File: config.mk
export PLATFORM = sky130hd
export DESIGN_NAME = lsu_ctrl_flat
export DESIGN_NICKNAME = d
export VERILOG_FILES = /design/src/rtl/lsu_pkg.sv /design/src/rtl/lsu_ctrl_if.sv /design/src/rtl/lsu_align.sv /design/src/rtl/lsu_ctrl.sv /design/src/flat_wrapper.sv
export SDC_FILE = /design/constraint.sdc
export NUM_CORES = 1
export LEC_CHECK = 0
export ABC_CLOCK_PERIOD_IN_PS = 1990
export CORE_ASPECT_RATIO = 1.1
export CORE_UTILIZATION = 44
export DETAILED_ROUTE_END_ITERATION = 6
export PLACE_DENSITY = 0.86
export SLEW_MARGIN = 20
export SYNTH_ARGS = -nofsm -noshare
export SYNTH_HDL_FRONTEND = slang
export SYNTH_SLANG_ARGS = --single-unit
File: constraint.sdc
create_clock -name clk -period 1.99 [get_ports clk]
set_input_delay 0.199 -clock clk [delete_from_list [all_inputs] [get_ports clk]]
set_output_delay 0.199 -clock clk [all_outputs]
set_load 0.1 [all_outputs]
File: src/rtl/lsu_pkg.sv
// Shared types and helpers for the load/store unit: FSM states, access-size
// encodings and the alignment rule.
package lsu_pkg;

    typedef enum logic [2:0] {
        ST_IDLE,
        ST_REQ,
        ST_WAIT,
        ST_DONE,
        ST_ERR
    } lsu_state_e;

    localparam logic [1:0] SZ_B = 2'd0;
    localparam logic [1:0] SZ_H = 2'd1;
    localparam logic [1:0] SZ_W = 2'd2;
    localparam logic [1:0] SZ_D = 2'd3;

    // off is the in-bus byte offset, zero-extended to 3 bits; dword needs a 64-bit bus
    function automatic logic aligned_f(input logic [1:0] sz, input logic [2:0] off,
                                       input int data_w);
        case (sz)
            SZ_B:    return 1'b1;
            SZ_H:    return ~off[0];
            SZ_W:    return off[1:0] == 2'b00;
            default: return (data_w == 64) && (off == 3'b000);
        endcase
    endfunction

endpackage

File: src/rtl/lsu_ctrl_if.sv
// Data-memory port of the load/store unit (req/rdy/valid handshake).
interface lsu_ctrl_if #(
    parameter int ADDR_W = 32,
    parameter int DATA_W = 32
);
    logic                  proc_req;
    logic                  we;
    logic [ADDR_W-1:0]     addr;
    logic [DATA_W-1:0]     wdata;
    logic [DATA_W/8-1:0]   be;
    logic                  mem_rdy;
    logic                  valid;
    logic [DATA_W-1:0]     rdata;

    modport master (
        output proc_req, we, addr, wdata, be,
        input  mem_rdy, valid, rdata
    );

    modport slave (
        input  proc_req, we, addr, wdata, be,
        output mem_rdy, valid, rdata
    );
endinterface

File: src/rtl/lsu_align.sv
// Byte-lane steering for stores and extraction/extension for loads.
// Purely combinational; sized by the data bus width.
module lsu_align
    import lsu_pkg::*;
#(
    parameter  int DATA_W = 32,
    localparam int NB     = DATA_W / 8,
    localparam int OFF_W  = $clog2(NB)
) (
    input  logic [1:0]        st_size,
    input  logic [OFF_W-1:0]  st_off,
    input  logic [DATA_W-1:0] st_data,
    output logic [DATA_W-1:0] st_wdata,
    output logic [NB-1:0]     st_be,

    input  logic [1:0]        ld_size,
    input  logic [OFF_W-1:0]  ld_off,
    input  logic              ld_unsigned,
    input  logic [DATA_W-1:0] ld_rdata,
    output logic [DATA_W-1:0] ld_data
);

    // Replicating the low bytes across the bus lands them on any aligned offset.
    always_comb begin
        st_wdata = st_data;
        st_be    = '1;
        case (st_size)
            SZ_B: begin
                st_wdata = {NB{st_data[7:0]}};
                st_be    = NB'(1) << st_off;
            end
            SZ_H: begin
                st_wdata = {(NB/2){st_data[15:0]}};
                st_be    = NB'(3) << st_off;
            end
            SZ_W: begin
                st_wdata = {(NB/4){st_data[31:0]}};
                st_be    = NB'(15) << st_off;
            end
            default: begin
                st_wdata = st_data;
                st_be    = '1;
            end
        endcase
    end

    logic [DATA_W-1:0] sh;
    logic [DATA_W-1:0] keep;
    logic              msb;

    always_comb begin
        sh   = ld_rdata >> {ld_off, 3'b000};
        keep = '1;
        msb  = sh[DATA_W-1];
        case (ld_size)
            SZ_B: begin keep = DATA_W'(8'hFF);          msb = sh[7];  end
            SZ_H: begin keep = DATA_W'(16'hFFFF);       msb = sh[15]; end
            SZ_W: begin keep = DATA_W'(32'hFFFF_FFFF);  msb = sh[31]; end
            default: begin keep = '1;                   msb = sh[DATA_W-1]; end
        endcase
        ld_data = (sh & keep) | (~keep & {DATA_W{msb & ~ld_unsigned}});
    end

endmodule

File: src/rtl/lsu_ctrl.sv
// Load/store unit FSM: latches an EX/MEM access, runs the memory handshake,
// formats load results and flags misalignment or bus timeout.
module lsu_ctrl
    import lsu_pkg::*;
#(
    parameter int ADDR_W      = 32,
    parameter int DATA_W      = 32,
    parameter int TIMEOUT_CYC = 64
) (
    input  logic              clk,
    input  logic              rst,
    input  logic              req,
    input  logic              we_in,
    input  logic [1:0]        size,
    input  logic              unsigned_ld,
    input  logic [ADDR_W-1:0] ADDR_IN,
    input  logic [DATA_W-1:0] WRITE_DATA,
    input  logic [4:0]        wrAddr,
    lsu_ctrl_if.master        bus,
    output logic [DATA_W-1:0] loadData,
    output logic [4:0]        loadDest,
    output logic              load_wen,
    output logic              stall,
    output logic              misaligned,
    output logic              timeout_err
);

    localparam int NB    = DATA_W / 8;
    localparam int OFF_W = $clog2(NB);
    localparam int TC_W  = (TIMEOUT_CYC < 2) ? 1 : $clog2(TIMEOUT_CYC);
    localparam logic [TC_W-1:0] TMO_LAST = TC_W'((TIMEOUT_CYC > 0) ? TIMEOUT_CYC - 1 : 0);

    lsu_state_e        state;
    logic              proc_req_q, we_q, busy_q;
    logic [ADDR_W-1:0] addr_q;
    logic [DATA_W-1:0] wdata_q;
    logic [NB-1:0]     be_q;
    logic [1:0]        size_q;
    logic              uns_q;
    logic [OFF_W-1:0]  off_q;
    logic [4:0]        dest_q;
    logic [TC_W-1:0]   tmo_cnt;

    logic [OFF_W-1:0]  off_in;
    logic              is_aligned, tmo_hit;
    logic [DATA_W-1:0] st_wdata, ld_data;
    logic [NB-1:0]     st_be;

    assign off_in     = ADDR_IN[OFF_W-1:0];
    assign is_aligned = aligned_f(size, 3'(off_in), DATA_W);
    assign tmo_hit    = (TIMEOUT_CYC != 0) && (tmo_cnt == TMO_LAST);

    lsu_align #(.DATA_W(DATA_W)) u_align (
        .st_size     (size),
        .st_off      (off_in),
        .st_data     (WRITE_DATA),
        .st_wdata    (st_wdata),
        .st_be       (st_be),
        .ld_size     (size_q),
        .ld_off      (off_q),
        .ld_unsigned (uns_q),
        .ld_rdata    (bus.rdata),
        .ld_data     (ld_data)
    );

    always_ff @(posedge clk) begin
        if (rst) begin
            state       <= ST_IDLE;
            proc_req_q  <= 1'b0;
            we_q        <= 1'b0;
            busy_q      <= 1'b0;
            addr_q      <= '0;
            wdata_q     <= '0;
            be_q        <= '0;
            size_q      <= SZ_B;
            uns_q       <= 1'b0;
            off_q       <= '0;
            dest_q      <= '0;
            tmo_cnt     <= '0;
            loadData    <= '0;
            loadDest    <= '0;
            load_wen    <= 1'b0;
            misaligned  <= 1'b0;
            timeout_err <= 1'b0;
        end else begin
            load_wen    <= 1'b0;
            misaligned  <= 1'b0;
            timeout_err <= 1'b0;
            case (state)
                ST_IDLE: begin
                    tmo_cnt <= '0;
                    if (req && is_aligned) begin
                        state      <= ST_REQ;
                        proc_req_q <= 1'b1;
                        busy_q     <= 1'b1;
                        addr_q     <= {ADDR_IN[ADDR_W-1:OFF_W], OFF_W'(0)};
                        we_q       <= we_in;
                        wdata_q    <= st_wdata;
                        be_q       <= st_be;
                        size_q     <= size;
                        uns_q      <= unsigned_ld;
                        off_q      <= off_in;
                        dest_q     <= wrAddr;
                    end else if (req) begin
                        state      <= ST_ERR;
                        misaligned <= 1'b1;
                    end
                end
                ST_REQ: begin
                    tmo_cnt <= tmo_cnt + 1'b1;
                    // An expiring budget wins even over a same-cycle handshake.
                    if (tmo_hit) begin
                        state       <= ST_ERR;
                        proc_req_q  <= 1'b0;
                        busy_q      <= 1'b0;
                        timeout_err <= 1'b1;
                    end else if (bus.mem_rdy) begin
                        state      <= ST_WAIT;
                        proc_req_q <= 1'b0;
                    end
                end
                ST_WAIT: begin
                    tmo_cnt <= tmo_cnt + 1'b1;
                    if (bus.valid) begin
                        state    <= ST_DONE;
                        busy_q   <= 1'b0;
                        load_wen <= ~we_q;
                        if (!we_q) begin
                            loadData <= ld_data;
                            loadDest <= dest_q;
                        end
                    end else if (tmo_hit) begin
                        state       <= ST_ERR;
                        busy_q      <= 1'b0;
                        timeout_err <= 1'b1;
                    end
                end
                // req seen here is the instruction just released; let it go.
                ST_DONE: state <= ST_IDLE;
                ST_ERR:  state <= ST_IDLE;
                default: state <= ST_IDLE;
            endcase
        end
    end

    assign stall        = busy_q | ((state == ST_IDLE) & req);
    assign bus.proc_req = proc_req_q;
    assign bus.we       = we_q;
    assign bus.addr     = addr_q;
    assign bus.wdata    = wdata_q;
    assign bus.be       = be_q;

endmodule

File: src/flat_wrapper.sv
// flat-port wrapper written by rule: the top's interface ports become plain ports
module lsu_ctrl_flat import lsu_pkg::*;
#(
    parameter int ADDR_W      = 32,
    parameter int DATA_W      = 32,
    parameter int TIMEOUT_CYC = 64
)
  (clk, rst, req, we_in, size, unsigned_ld, ADDR_IN, WRITE_DATA, wrAddr, loadData, loadDest, load_wen, stall, misaligned, timeout_err, bus_proc_req, bus_we, bus_addr, bus_wdata, bus_be, bus_mem_rdy, bus_valid, bus_rdata);
  lsu_ctrl_if #(.ADDR_W(ADDR_W), .DATA_W(DATA_W)) bus_i ();
  input  logic clk;
  input  logic rst;
  input  logic req;
  input  logic we_in;
  input  logic [1:0] size;
  input  logic unsigned_ld;
  input  logic [ADDR_W-1:0] ADDR_IN;
  input  logic [DATA_W-1:0] WRITE_DATA;
  input  logic [4:0] wrAddr;
  output logic [DATA_W-1:0] loadData;
  output logic [4:0] loadDest;
  output logic load_wen;
  output logic stall;
  output logic misaligned;
  output logic timeout_err;
  output wire logic [$bits(bus_i.proc_req)-1:0] bus_proc_req;
  output wire logic [$bits(bus_i.we)-1:0] bus_we;
  output wire logic [$bits(bus_i.addr)-1:0] bus_addr;
  output wire logic [$bits(bus_i.wdata)-1:0] bus_wdata;
  output wire logic [$bits(bus_i.be)-1:0] bus_be;
  input wire logic [$bits(bus_i.mem_rdy)-1:0] bus_mem_rdy;
  input wire logic [$bits(bus_i.valid)-1:0] bus_valid;
  input wire logic [$bits(bus_i.rdata)-1:0] bus_rdata;
  assign bus_proc_req = bus_i.proc_req;
  assign bus_we = bus_i.we;
  assign bus_addr = bus_i.addr;
  assign bus_wdata = bus_i.wdata;
  assign bus_be = bus_i.be;
  assign bus_i.mem_rdy = bus_mem_rdy;
  assign bus_i.valid = bus_valid;
  assign bus_i.rdata = bus_rdata;
  lsu_ctrl #(.ADDR_W(ADDR_W), .DATA_W(DATA_W), .TIMEOUT_CYC(TIMEOUT_CYC)) u_core (.clk(clk), .rst(rst), .req(req), .we_in(we_in), .size(size), .unsigned_ld(unsigned_ld), .ADDR_IN(ADDR_IN), .WRITE_DATA(WRITE_DATA), .wrAddr(wrAddr), .bus(bus_i), .loadData(loadData), .loadDest(loadDest), .load_wen(load_wen), .stall(stall), .misaligned(misaligned), .timeout_err(timeout_err));
endmodule
## After elaboration in Yosys (flattened, before gate mapping)

Index checks and enable logic that the tools add are counted.

| word-level totals | value |
|---|---|
| flip-flop bits (word level) | 128 |
| input bits | 110 |
| output and inout bits | 111 |
| logic and storage cells | 85 |

| operators by class | value |
|---|---|
| $add $sub $neg | 1 |
| equality and inequality tests | 10 |
| shifts and indexed selects | 4 |
| muxes and demuxes | 24 |
| bitwise operators | 13 |
| reductions and logical operators | 16 |

Operators by type and width:

| kind | number |
|---|---|
| $pmux W32 S2 | 2 |
| $and A32 B32 Y32 | 2 |
| $not A32 Y32 | 1 |
| $or A32 B32 Y32 | 1 |
| $shr A32 B5 Y32 | 1 |
| $mux W3 | 6 |
| $pmux W4 S3 | 1 |
| $pmux W6 S2 | 1 |
| $ne A3 B2 Y1 const B | 3 |
| $pmux W3 S3 | 1 |
| $reduce_and A3 Y1 | 3 |
| $mux W1 | 8 |
| $add A6 B1 Y6 const B | 1 |
| $eq A6 B6 Y1 const B | 1 |
| $logic_not A2 Y1 | 3 |
| $not A1 Y1 | 6 |
| $pmux W1 S2 | 3 |
| $pmux W1 S3 | 2 |
| $reduce_or A3 Y1 | 2 |
| $eq A2 B1 Y1 const B | 2 |
| $reduce_and A2 Y1 | 2 |
| $reduce_bool A2 Y1 | 2 |
| $shl A1 B2 Y4 const A | 1 |
| $shl A2 B2 Y4 const A | 1 |
| other kinds (11) | 12 |

## Logic depth before layout (Yosys ltp)

Gate-level depths: netlist of the first run.

| depth | value |
|---|---|
| depth after elaboration | 5 |
| gate-level depth with buffers | 9 |
| depth with buffers taken out | 6 |

## Modules after synthesis

Synthesis of the first run repeated with hierarchy kept, for this count alone.

| unflattened totals | value |
|---|---|
| cell total of the unflattened synthesis | 798 |
| area total of the unflattened synthesis | 6647.6 um^2 |

By module, submodules not included:

| module | instances | cells each | area each (um^2) | seq. area each (um^2) |
|---|---|---|---|---|
| lsu_ctrl | 1 | 605 | 5302.6 | 2562.5 |
| lsu_align | 1 | 193 | 1345.0 | 0.0 |

## Worst setup path before layout of the first run

No wires, ideal clock.

| timing path | value |
|---|---|
| path kind | register to register |
| start point | register u_core.we_q (netlist: u_core.bus.we) |
| end point | register u_core.loadData[10] |
| library setup time | 0.133 ns |
| arrival time | 1.776 ns |
| required time | 1.857 ns |
| slack | 0.082 ns |
| cell stages (with the launch flop) | 7 |
| path buffers | 2 |
| clock period less this slack | 1.908 ns |
| cell sequence | dfxtp_1 -> nor4b_4 -> and2_1 -> buf_4 -> buf_4 -> o22ai_1 -> nor2_1 |

| on the way | value |
|---|---|
| cells in the longest elaborated chain, start to end | 2 |

Ends and longest elaborated chain:

| what | RTL line | source |
|---|---|---|
| from (decl) | lsu_ctrl.sv:34 | `logic proc_req_q, we_q, busy_q;` |
| from (signal assigned) | lsu_ctrl.sv:97 | `we_q <= we_in;` |
| $not A1 Y1 | n/a |  |
| $reduce_and A3 Y1 (no source line) | n/a |  |
| to (signal assigned) | lsu_ctrl.sv:129 | `loadData <= ld_data;` |
| to (decl) | lsu_ctrl.sv:20 | `output logic [DATA_W-1:0] loadData,` |

Every way passes these cells.
A chain may end at the register's enable or synchronous reset.

## Worst setup path after layout of the first run

| timing path | value |
|---|---|
| start point | input port size[0] |
| end point | register u_core.wdata_q[8] (netlist: u_core.bus.wdata[8]) |

| on the way | value |
|---|---|
| cells in the longest elaborated chain, start to end | 4 |
| elaborated cells on any way between the ends | 7 |
| classes of those cells | eq/ne: 2; mux: 2; reduce/logical: 3 |

Ends and longest elaborated chain:

| what | RTL line | source |
|---|---|---|
| from (decl) | flat_wrapper.sv:14 | `input logic [1:0] size;` |
| $eq A2 B2 Y1 (tied with other cells) | lsu_pkg.sv:21 | `case (sz)` |
| $pmux W1 S3 | lsu_pkg.sv:21 |  |
| $logic_and A1 B1 Y1 | lsu_ctrl.sv:92 | `if (req && is_aligned) begin` |
| $reduce_and A2 Y1 (no source line) | n/a |  |
| to (signal assigned) | lsu_ctrl.sv:98 | `wdata_q <= st_wdata;` |
| to (decl) | lsu_ctrl.sv:36 | `logic [DATA_W-1:0] wdata_q;` |

Several ways; a longest one is shown, not always the timed one.

==> results.txt, run 1 <==
- Setup repair after global routing missed its margin: false
- In the detailed route, the total length drawn on met2 is 8.08 mm.
* Number of remaining DRC errors: 0
- Kind of end point of the critical path: register
- Synthesis-to-layout area growth: 49.3%
- Fraction of registers with async set or reset after synthesis: 0
- Total count of hold-check failures in the final report: 0
- The cell count after synthesis came out at 703.
- Clk Latency, worst-skew pair: 0.42 ns
- TritonCTS created 17 clock buffers.
* Ant diodes: 0
- Detailed placer's ending HPWL: 11.8 mm
* Die span in x: 110 um
- For this run, the share of the core covered by cells in the final layout is 0.672.
- A synthesized cell averages 8.06 um^2.
- Summed instance area of the synthesized netlist: 0.00567 mm^2
- Worst endpoint required time: 2.29 ns
* Wire length per cell: 15.4 um
- The final layout contains 1037 nets.
- IR analysis of the VDD net gives a maximum drop of 0.000633 V.
- CTS clock-pin slew for the worst setup and hold paths: 0.06 ns
* CTS-repair resized insts: 0
* Path category of the worst min-delay check: input port to register
- Initial antenna violation count: 0
- Of the post-synthesis cell area, the dominant cell type holds 0.452.
- Reported leakage power: 3.27 nW
- Yosys printed 0 warnings.
- Global-route usage over all layers: 0.256
* Distinct cell type count after synthesis: 48
- After clock tree synthesis, the flow added hold-fix buffers numbering 0.
- CTS built an H-tree with a depth of 4.
* Final number of setup-violating endpoints: 0
- In the finished design, the share of the clock period the worst path needs comes to 0.950.
* Post-route minimum period: 1.89 ns
- In this run the deepest clock path goes through 2 buffers.
- For this design the ratio of total power to cell area is 977 mW/mm^2.
- Arrival time of data at the critical path endpoint: 2.19 ns
- Post-route ant nets: 0
* CP startpoint kind: input port
- In the final layout, the share of cells above drive strength 1 is 0.193.
- Total of buffers placed on input and output ports: 218
- Ratio of routed vias to standard cells: 5.38
* Status: finished clean
* DRT iter0 DRCs: 491
* Global-route wire length before repair: 26.2 mm
- Core region area: 0.0126 mm^2
* Total Die Area: 0.0133 mm^2
* Most used flip-flop cell after synthesis: dfxtp_1
- The completed layout was analyzed and its total power is 8.27 mW.
- The total count of max-transition violations in the final report is 0.
* Total of flip-flops plus latches after synthesis: 128
- Summed over all layers, the global routing overflow is 0.
- The tree built by TritonCTS fans out to 128 sinks.
- Vertical die dimension: 121 um
* Area leader, netlist: dfxtp_1
- Maximum number of pins on one net before global-route repair: 54
- The floorplan has 43 rows.
* Number of vias after detailed routing: 5865
- First drt pass iteration count: 6
- Counting the fill cells in the layout gives 1036.
* Met3 wire length: 1.20 mm
* Wire length on met1: 6.94 mm
- The number of global-route vias before repair was 5457.
- Clock tree synthesis selected as its root buffer the cell clkbuf_16.
* Kind of critical path: input port to register
- Top routing layer in use: met4
- Number of ports placed on the die boundary: 221
- Post-synthesis sequential area ratio: 0.452
- Routability-driven placement finished with a final weighted congestion of 0.837.
- Layout Skew: 0.00939 ns
* Worst slew margin relative to its limit: 0.628
- For flop-to-flop paths, the worst setup slack is 0.14 ns.
- The number of setup buffers added after CTS is 0.
- Number of synthesized flops with an enable pin: 0
- Across the run, the number of max-cap violations was 0.
- Slew at the pin closest to its max-slew limit: 0.557 ns
- Biggest area contributors in the synthesized netlist: dfxtp_1, nand2_1, a21oi_1
- Starting density of the core: 0.450
- Clock tree from TritonCTS: done
* Drt total wl: 16.8 mm
- Crit-path max FO: 43
- Peak Freq: 0.529 GHz
==> cell usage after synthesis, drive strengths merged, types with 4 or more instances <==
cell    instances
dfxtp         128
a31oi           4
ha              6
clkbuf         26
nor3           14
a211oi         28
o22ai          11
a22o            8
nand3b          9
inv             8
nand3           8
o21ai          11
mux2i          25
nor2           84
nand2b          5
maj3            4
a311oi         16
buf            30
a21oi          79
nand2         163
==> worst max-delay path: stages <==
cell and delay, ns:
clkdlybuf4s50_1 0.53, inv_1 0.10, ha_1 0.24, or2_1 0.31
o2111a_2 0.33, buf_12 0.18, a211oi_1 0.29
==> per-layer routing <==
layer | GRT usage | vias up
met5 | 0 | -
met4 | 0.131 | 0
met3 | 0.0752 | 49
met2 | 0.419 | 235
met1 | 0.299 | 2696
li1 | - | 2885
==> cells in the final DEF (no fill, tap or decap), drive strengths merged, types with 5 or more instances in the layout <==
cell and instances:
inv 9, mux2i 25, clkdlybuf4s50 108, a211oi 28
a311oi 16, nand2 163, o22ai 11, ha 6
nand3b 9, a21oi 79, nor2 84, a22o 8
dfxtp 128, clkbuf 22, o21ai 11, nand2b 5
nand3 8, buf 146, nor3 14
==> kinds of logic after synthesis <==
logic type,after synthesis,synth area share
simple gates,299,0.226
compound gates,173,0.198
flops,128,0.452
buf+inv,65,0.0558
mux,26,0.0461
fa+ha+maj,10,0.0203
other cells,1,0.000661
xor+xnor,1,0.00155
==> registers in the layout, indices dropped and copies added, names as in the netlist <==
signal               cells
u_core.bus.wdata        32
u_core.loadData         32
u_core.bus.addr         30
u_core.tmo_cnt           6
u_core.dest_q            5
u_core.loadDest          5
u_core.bus.be            4
u_core.state             3
u_core.off_q             2
u_core.size_q            2
u_core.bus.proc_req      1
u_core.bus.we            1
u_core.busy_q            1
u_core.load_wen          1
u_core.misaligned        1
u_core.timeout_err       1
u_core.uns_q             1
==> report_power, final <==
group	switching [mW]	internal, mW
combinational	1.53	0.684
sequential	0.0981	2.71
clock	1.12	2.12
==> cell type report <==
| type | instances | area, um^2 | area share |
|---|---|---|---|
| sequential | 128 | 2560 | 0.303 |
| inverter | 9 | 33.8 | 0.00399 |
| tap | 157 | 196 | 0.0232 |
| timing repair buffer | 254 | 2260 | 0.268 |
| clock buffer | 22 | 454 | 0.0537 |
| multi-input combinational | 511 | 2800 | 0.330 |
| clock inverter | 10 | 159 | 0.0188 |
==> through the flow <==
stage | setup TNS, ns | instance area (um^2) | setup WS (ns) | cells | hold WS, ns
floorplan | 0 | 5670 | 0.0819 | 704 | 0.324
global placement | -9.17 | 7850 | -0.152 | 1059 | 0.439
detailed placement | -14.26 | 7850 | -0.233 | 1059 | 0.445
CTS | 0 | 8470 | 0.129 | 1091 | 0.193
global route | 0 | 8470 | 0.0151 | 1091 | 0.242
finish | 0 | 8470 | 0.100 | 1091 | 0.205
==> worst paths after layout <==
kind / from / to / cells after the start
max: size[0] / u_core.bus.wdata[8]$_SDFFE_PP0P_ / 7
min: rst / u_core.loadData[7]$_SDFFE_PP0P_ / 2
max reg2reg: u_core.state[1]$_SDFFE_PP0P_ / u_core.loadData[28]$_SDFFE_PP0P_ / 6
min reg2reg: u_core.dest_q[4]$_SDFFE_PP0P_ / u_core.loadDest[4]$_SDFFE_PP0P_ / 2
No activity file was read; power rests on OpenSTA's default activity.
==> inputs of run 2 (changes only) <==
--- a/config.mk
+++ b/config.mk
@@ -8,9 +8,9 @@
 export ABC_CLOCK_PERIOD_IN_PS = 1990
 export CORE_ASPECT_RATIO = 1.1
 export CORE_UTILIZATION = 44
+export CTS_CLUSTER_DIAMETER = 30
 export DETAILED_ROUTE_END_ITERATION = 6
 export PLACE_DENSITY = 0.86
-export SLEW_MARGIN = 20
 export SYNTH_ARGS = -nofsm -noshare
 export SYNTH_HDL_FRONTEND = slang
 export SYNTH_SLANG_ARGS = --single-unit
==> results of run 2 <==
Same layout as run 1: the final DEF is identical, and so are final timing and power.
==> inputs of run 3 (changes only) <==
--- a/config.mk
+++ b/config.mk
@@ -5,7 +5,7 @@
 export SDC_FILE = /design/constraint.sdc
 export NUM_CORES = 1
 export LEC_CHECK = 0
-export ABC_CLOCK_PERIOD_IN_PS = 1990
+export ABC_CLOCK_PERIOD_IN_PS = 1900
 export CORE_ASPECT_RATIO = 1.1
 export CORE_UTILIZATION = 44
 export CTS_CLUSTER_DIAMETER = 30
==> constraint.sdc (replaced) <==
create_clock -name clk -period 1.9 [get_ports clk]
set_input_delay 0.19 -clock clk [delete_from_list [all_inputs] [get_ports clk]]
set_output_delay 0.19 -clock clk [all_outputs]
set_load 0.1 [all_outputs]
==> run 3 against run 2 <==
Utilization up 0.089 points. Final cell count up 0.82%. Count of clock-buffer cells in the layout up 4.
==> results.txt, run 3 (synthesis gave the netlist of run 1 again) <==
- For this design the top-level I/O count stands at 221.
- Measured in cells, the most critical reg-to-reg path has a length of 6.
- Number of H-tree levels: 4
* DRT iter0 DRCs: 433
- Buffer levels on the longest clock path: 2
- After routing, the total negative slack on setup checks comes to 0 ns.
- Most frequent cells in the layout: nand2_1, buf_4, dfxtp_1, clkdlybuf4s50_1, nor2_1
- The floorplan step defined a die boundary enclosing 0.0133 mm^2.
- Vertical die dimension: 121 um
- Total count of hold-check failures in the final report: 0
- Maximum number of pins on one net before global-route repair: 51
* Weighted congestion at the end of routability-driven global placement: 0.857
- Worst endpoint required time: 2.21 ns
- The tightest min-delay check is of the input port to register type.
- Status: finished clean
* Fraction of final layout cells with drive strength greater than 1: 0.203
* Power dissipated by switching net loads: 2.81 mW
- Using the TritonRoute via totals, the vias-per-cell ratio works out to 5.34.
- In this run the clock root is driven by a clkbuf_16.
- The first global-routing pass estimated 26.5 mm of wire.
* Clock tree from TritonCTS: done
- Drt total wl: 17.1 mm
* Global-route usage over all layers: 0.254
- For flop-to-flop paths, the worst setup slack is 0.06 ns.
* Final max-slew violation count: 0
- Post-route ant nets: 0
* Post-route minimum period: 1.84 ns
* Global-route congestion overflow total: 0
- For this design the ratio of total power to cell area is 984 mW/mm^2.
- Logic depth of the worst path, buffers included: 6
* Portion of total power attributed to the clock network: 0.366
* Clk Latency, worst-skew pair: 0.41 ns
* WP buf/inv: 2
- Number of sinks driven by the clock tree: 128
- Post-route fraction of the period consumed by the critical path: 0.969
- The number of global-route vias before repair was 5584.
* Crit-path max FO: 16
- Clock-pin slew was measured on the worst setup and hold paths at 0.05 ns.
- Static timing analysis puts the maximum clock frequency at 0.543 GHz.
* Internal Pwr Total: 5.53 mW
* Filler instances: 1045
* Total of buffers placed on input and output ports: 218
* Total Power: 8.34 mW
- Before antenna repair, the detailed router went through 5 iterations.
- Starting density of the core: 0.450
- Nets: 1047
- The library cell used most frequently in the layout, excluding fill and tap cells, is nand2_1.
- Detailed placer's ending HPWL: 11.9 mm
- By instance count, the cell type seen most on the critical path is buf_4.
* Max-cap violations: 0
- Of the total power, the share spent switching nets is 0.337.
- The cell family contributing the most delay on the critical path is simple AND/OR/NAND/NOR gates.
* Number of rows created at floorplan: 43
- Detailed routing inserted a total of 5875 vias.
* Setup WS pre-CTS: -0.259 ns
- Setup violations remaining at the end of the flow were counted as 0.
* CP startpoint kind: register
- The worst path meets setup with 0.0589 ns of slack.
- The repair_antennas step left the layout with diodes totalling 0.
- The worst hold path passes through 2 cells.
- Hold Worst Slack: 0.215 ns
- Total clock buffers created by CTS: 17
- Cell with the largest stage delay on the worst path: dfxtp_1
- Cell-by-cell listing of the critical path: buf_4 > nor4b_4 > and2_1 > buf_4 > nor2_1 > a311oi_2
- Relative to the synthesized area, the layout overhead comes to 49.5%.
* Arrival time of data at the critical path endpoint: 2.15 ns
- Kind of end point of the critical path: register
- Core region area: 0.0126 mm^2
* Portion of total power attributed to combinational logic: 0.281
* Kind of critical path: register to register
* Maximum cell stage delay along the critical path: 0.37 ns
- Peak supply drop: 0.000503 V
* Initial antenna violation count: 0
* Layout Skew: 0.0113 ns
- Register share of total power: 0.353
- Wire length per cell: 15.5 um
- Die span in x: 110 um
- Reported leakage power: 3.29 nW
- Number of remaining DRC errors: 0
==> run 3: layer usage <==
metal,GRT usage,part of all wire
met3,0.0591,0.062
met2,0.423,0.48
met5,0,0
met4,0.139,0.038
met1,0.298,0.42
==> run 3: cell type report <==
cell class	instances	area [um^2]	area share
Multi-Input combinational cell	511	2800	0.330
Sequential cell	128	2560	0.302
Timing Repair Buffer	264	2320	0.274
Clock buffer	26	509	0.0601
Tap cell	157	196	0.0232
Clock inverter	5	52.6	0.00620
Inverter	9	33.8	0.00399
==> run 3: power groups by stage <==
stage	Clock [mW]	Combinational (mW)	Sequential, mW
after global routing	3.24	2.47	2.96
after CTS	3.10	2.32	2.94
after detailed placement	0	2.31	3.00
final	3.05	2.35	2.94
after floorplan	0	0.695	3.91
after global placement	0	2.29	2.99
==> run 3: worst paths after layout <==
| kind | start | end |
|---|---|---|
| worst min-delay path | rst | u_core.loadData[7]$_SDFFE_PP0P_ |
| worst min register to register | u_core.bus.addr[4]$_SDFFE_PP0P_ | u_core.bus.addr[4]$_SDFFE_PP0P_ |
| worst max register to register | u_core.state[1]$_SDFFE_PP0P_ | u_core.loadData[29]$_SDFFE_PP0P_ |
| worst max-delay path | u_core.state[1]$_SDFFE_PP0P_ | u_core.loadData[29]$_SDFFE_PP0P_ |
==> run 3: worst register-to-register path: stages, from the launching register on <==
cell and delay [ns]:
dfxtp_1 0.37, buf_4 0.21, nor4b_4 0.37, and2_1 0.24, buf_4 0.24, nor2_1 0.08
a311oi_2 0.25
==> run 3: through the flow <==
| step | utilization | instance area, um^2 | std cells |
|---|---|---|---|
| floorplan | - | 5670 | 704 |
| global placement | 0.624 | 7850 | 1064 |
| finish | 0.673 | 8480 | 1100 |
| CTS | 0.668 | 8420 | 1095 |
| detailed placement | 0.624 | 7850 | 1064 |
| global route | 0.673 | 8480 | 1100 |
==> run 3: timing repair <==
item / 4_1_cts / 5_1_grt
setup buffers: 0 / 4
resized for setup: 0 / 1
hold buffers: 0 / 0
endpoints found under the setup margin: 0 / 10
